`config.mk`:
```
export PLATFORM = sky130hd
export DESIGN_NAME = demux_seq_ctrl
export DESIGN_NICKNAME = d
export VERILOG_FILES = /design/src/rtl/demux_seq_ctrl.sv
export SDC_FILE = /design/constraint.sdc
export NUM_CORES = 1
export LEC_CHECK = 0
export CAP_MARGIN = 15
export CORE_ASPECT_RATIO = 0.7
export CORE_MARGIN = 5
export CORE_UTILIZATION = 35
export DETAILED_ROUTE_END_ITERATION = 8
export PLACE_DENSITY = 0.61
export REMOVE_ABC_BUFFERS = 1
export SLEW_MARGIN = 20
export SYNTH_ARGS = -nofsm -noshare
export SYNTH_HDL_FRONTEND = slang
export SYNTH_SLANG_ARGS = --single-unit
```
`constraint.sdc`:
```
create_clock -name clk -period 4.7 [get_ports clk]
set_clock_uncertainty 0.05 [all_clocks]
set_input_delay 0.705 -clock clk [delete_from_list [all_inputs] [get_ports clk]]
set_output_delay 0.705 -clock clk [all_outputs]
set_load 0.1 [all_outputs]
```
`src/rtl/demux_seq_ctrl.sv`:
```
// Rotating 1-to-8 demux controller: steps through the enabled channels and drives each accepted bit for DRIVE_CYCLES cycles.
// Optional transfer counter output xfer_cnt is enabled by defining DEMUX_SEQ_CTRL_CNT_EN.
module demux_seq_ctrl #(
  parameter int unsigned DRIVE_CYCLES = 1
) (
  input  logic       clk,
  input  logic       rst_n,
  input  logic [7:0] chan_en,
  input  logic       in_valid,
  input  logic       in_data,
  output logic       in_ready,
  output logic [2:0] sel,
  output logic [7:0] y,
  output logic [7:0] strb,
  output logic       sweep_done,
  output logic [1:0] dbg_state
`ifdef DEMUX_SEQ_CTRL_CNT_EN
  ,
  output logic [7:0] xfer_cnt
`endif
);

  // Handshake: a bit moves only in a cycle where in_valid && in_ready are both high.
  // in_ready never depends on in_valid.
  typedef enum logic [1:0] {
    IDLE  = 2'd0,
    SEEK  = 2'd1,
    READY = 2'd2,
    DRIVE = 2'd3
  } state_t;

  state_t     state_q, state_d;
  logic [2:0] sel_q, sel_d;
  logic [3:0] cnt_q, cnt_d;
  logic [7:0] y_q, y_d;
  logic [7:0] strb_q, strb_d;
  logic [2:0] next_sel;
  logic       last_drive;

  // Return the first enabled index at or after start, wrapping 7 -> 0.
  function automatic logic [2:0] first_from(input logic [7:0] mask, input logic [2:0] start);
    logic [2:0] idx;
    first_from = start;
    for (int k = 7; k >= 0; k--) begin
      idx = start + 3'(k);
      if (mask[idx]) first_from = idx;
    end
  endfunction

  assign next_sel   = first_from(chan_en, sel_q + 3'd1);
  assign last_drive = (cnt_q == 4'(DRIVE_CYCLES - 1));

  always_comb begin
    state_d    = state_q;
    sel_d      = sel_q;
    cnt_d      = cnt_q;
    y_d        = y_q;
    strb_d     = strb_q;
    in_ready   = 1'b0;
    sweep_done = 1'b0;
    case (state_q)
      IDLE: begin
        if (chan_en != 8'h00) state_d = SEEK;
      end
      SEEK: begin
        if (chan_en == 8'h00) begin
          state_d = IDLE;
        end else begin
          sel_d   = first_from(chan_en, sel_q);
          state_d = READY;
        end
      end
      READY: begin
        if (!chan_en[sel_q]) begin
          state_d = SEEK;
        end else begin
          in_ready = 1'b1;
          if (in_valid) begin
            state_d = DRIVE;
            cnt_d   = 4'd0;
            strb_d  = 8'h01 << sel_q;
            y_d     = {7'h00, in_data} << sel_q;
          end
        end
      end
      DRIVE: begin
        if (last_drive) begin
          cnt_d  = 4'd0;
          y_d    = 8'h00;
          strb_d = 8'h00;
          // The mask is re-read only here, so a mid-drive change never cuts the strobe short.
          if (chan_en == 8'h00) begin
            state_d = IDLE;
          end else begin
            sel_d      = next_sel;
            state_d    = READY;
            sweep_done = (next_sel <= sel_q);
          end
        end else begin
          cnt_d = cnt_q + 4'd1;
        end
      end
      default: state_d = IDLE;
    endcase
  end

  always_ff @(posedge clk or negedge rst_n) begin
    if (!rst_n) begin
      state_q <= IDLE;
      sel_q   <= 3'd0;
      cnt_q   <= 4'd0;
      y_q     <= 8'h00;
      strb_q  <= 8'h00;
    end else begin
      state_q <= state_d;
      sel_q   <= sel_d;
      cnt_q   <= cnt_d;
      y_q     <= y_d;
      strb_q  <= strb_d;
    end
  end

  assign sel       = sel_q;
  assign y         = y_q;
  assign strb      = strb_q;
  assign dbg_state = state_q;

`ifdef DEMUX_SEQ_CTRL_CNT_EN
  logic [7:0] xfer_cnt_q;
  logic       xfer;

  assign xfer = in_ready && in_valid;

  always_ff @(posedge clk or negedge rst_n) begin
    if (!rst_n) begin
      xfer_cnt_q <= 8'd0;
    end else if (xfer && (xfer_cnt_q != 8'hFF)) begin
      xfer_cnt_q <= xfer_cnt_q + 8'd1;
    end
  end

  assign xfer_cnt = xfer_cnt_q;
`endif

endmodule

```
==> key figures <==
Drt
  – DR WL/cell: about 18 um
  – DR top layer: met4
  – Final ANT Viol Nets: 0
  – WL final: ~8.9 mm
  – Vias per inst: 5.979
  – Met2 WL: 3.672 mm
  – DRT Pass-1 Iters: 5
  – DR vias: between 2,000 and 3,000
  – M1 wire length: 4.569 mm
  – Wire length on met3: 641 um
  – DRC violations left: 0
  – Iteration-0 DRC Markers: 268

Clocking
  – CTS H-tree depth: 1
  – CTS tree: yes
  – TritonCTS Buffers: 3
  – Root Driver: clkbuf_16
  – Clock-pin transition on the worst setup and hold timing paths: 0.06 ns
  – CTS max path bufs: 2
  – Clk sink count: 25
  – Clk Latency, worst-skew pair: 0.26 ns

Floorplan
  – # IOs: 35
  – Area of the core: 0.008006 mm^2
  – Effective utilization at floorplan: 0.3644
  – Die area: between 0.01 and 0.015 mm^2
  – Rows: 27
  – Die W: between 100 and 150 um
  – Die Height: about 86 um

Timing
  – Final setup viols: 0
  – Peak Freq: about 0.22 GHz
  – Final WS setup: approximately 0.14 ns
  – Hold slack: about 0.38 ns
  – Unrepaired setup endpoints after global routing: no
  – Slew headroom: 0.3306
  – Final Max Tran Viols: 0
  – Tmin final: approximately 4.6 ns
  – Measured slew at the worst slew-check pin: 1.001 ns
  – Period utilization: 0.9700
  – Final Hold Vio Count: 0

Yosys
  – #FFs+latches synth: 25
  – Sequential fraction of the synthesis area: 0.2144
  – Synth warn: 0
  – Post-Synthesis Cells: 333
  – Avg Synthesized Cell Area: 8.762 um^2
  – Post-synth cell types: 68
  – Post-synth ARST share: 1.000
  – Dominant synthesized flop cell: dfrtp_1
  – Syn Std Cell Area: 0.002918 mm^2
  – EDFF count, synth: 0

Placement
  – Final GP Congestion: 0.8769
  – Dpl hpwl: 6.853 mm
  – Area after DPL: 0.003508 mm^2
  – Post-place setup slack: 0.1220 ns
  – Port Buf Inserts: 34

Global route
  – First-pass GRT wire length: approximately 14 mm
  – Total global-route track usage: 0.1689
  – Initial antenna violation count: 0
  – Total grt overflow: 0
  – Number of global-route vias before repair: about 2,600
  – Largest net degree at the start of global routing: 34

Status
  – Run status: finished clean

Critical path
  – Crit Path Class: in -> out
  – Buf/Inv on CP: 3
  – Slowest cell on crit path: clkdlybuf4s50_1
  – WP depth: 15
  – Critical Path Source Type: input pin
  – Critical Path End Type: primary output
  – Cells along the critical path: clkdlybuf4s50_1, buf_4, mux4_2, or3_1, o31ai_1, a221o_1, a21oi_1, o21ai_1, nand2_1, ha_1, a21o_1, a21oi_1, a31oi_1, nor2_2, buf_12
  – Critical path's top delay family: buffers and inverters
  – R2R cell count: 10
  – Max incr delay on CP: just over 0.5 ns
  – Most used cell, CP: a21oi_1
  – Critical Path RT: 3.94 ns
  – Critical Path AT: 3.80 ns
  – Worst-path fanout max: 7

Final layout
  – Final #Nets: 407
  – Commonest non-fill, non-tap cells in the layout: nand2_1, buf_4, clkdlybuf4s50_1
  – Fill cells: 753
  – Commonest non-fill, non-tap cell in the layout: nand2_1
  – Layout cells sized above 1: 0.2356
  – Final core occ: 0.4587
  – Finished Cell Area: 0.003672 mm^2
  – Area grow syn2layout: 25.86%
  – Inserted Diodes: 0

Min path
  – Worst Hold Class: in -> async

Run
  – Total of max-cap violations: 0
[worst register-to-register path, cell delays in order, from the launching register on]
cell and delay (ns):
dfrtp_2 0.41, inv_2 0.07, ha_4 0.36, buf_4 0.20, mux2i_1 0.13, mux4_2 0.52, buf_4 0.19, a311oi_1 0.46
o221ai_2 0.17, a222oi_1 0.34, o21ai_1 0.11
[layout make-up]
type	count	area (um^2)	share of cell area
Multi-Input combinational cell	267	2132	0.5806
Timing Repair Buffer	75	665.6	0.1813
Sequential cell	25	626.9	0.1707
Tap cell	101	126.4	0.03441
Clock buffer	3	75.07	0.02044
Inverter	11	41.29	0.01124
Clock inverter	1	5.005	0.001363
[stage by stage]
step	std cells	setup TNS, ns
floorplan	303	-4.708
global placement	478	0
detailed placement	478	0
CTS	482	0
global route	483	0
finish	483	0
[synthesized netlist by cell type (all sizes together) (3+ instances only)]
cell    number  share of area
nor4         3         0.0064
mux2        11          0.050
a21oi       11          0.019
nand3        3         0.0051
nor2        18          0.023
a31oi        4         0.0086
a22o         4          0.012
inv          9          0.012
o221ai       3          0.011
o31ai        7          0.018
o21ai       26          0.045
mux4        16           0.12
a22oi        3         0.0077
a221oi       5          0.015
buf         16          0.043
nor3         5          0.012
or3          3         0.0064
o311ai       3         0.0090
mux2i       19          0.066
a211oi       7          0.018
o21a         3         0.0077
ha          12          0.051
dfrtp       25           0.21
clkbuf      14          0.018
o22ai        5          0.011
xnor2        6          0.018
o41ai        4          0.012
nand2       58          0.075
[registers in the layout, summed over array words and instances, names as in the netlist]
signal / count
cnt_q: 4
strb: 8
dbg_state: 2
sel: 3
y: 8
[routing by layer]
| layer | track usage | vias up |
|---|---|---|
| li1 | - | 1352 |
| met1 | 0.2785 | 1407 |
| met2 | 0.2317 | 127 |
| met3 | 0.03131 | 2 |
| met4 | 0.01052 | 0 |
| met5 | 0 | - |
[timing repair]
action	4_1_cts	5_1_grt
gates resized for setup	10	8
pin swaps	1	3
setup endpoints to repair	1	1
buffers inserted	0	1
hold buffers	0	0
[worst paths after layout]
check	from	end	slack (ns)
worst min register to register	y[4]	y[4]	0.43
worst min-delay path	rst_n	strb[1]	0.38
max in group asynchronous	rst_n	sel[0]	3.81
worst max-delay path	chan_en[7]	sweep_done	0.14
min in group clk	y[4]	y[4]	0.43
worst max register to register	sel[0]	sel[0]	1.57
[cells by family (layout without fill, tap and decap cells)]
group / count (synthesis) / count (layout) / share of synthesized area
adders and majority gates: 12 / 12 / 0.05146
and+or+nand+nor: 103 / 103 / 0.1621
AOI/OAI and AO/OA: 98 / 98 / 0.2311
muxes: 46 / 46 / 0.2414
buffers and inverters: 41 / 90 / 0.07547
xor gates and xnor gates: 8 / 8 / 0.02401
DFF: 25 / 25 / 0.2144
Power is not shown: default switching activity piles up to over one toggle a cycle in this logic, so the estimate is an artifact.
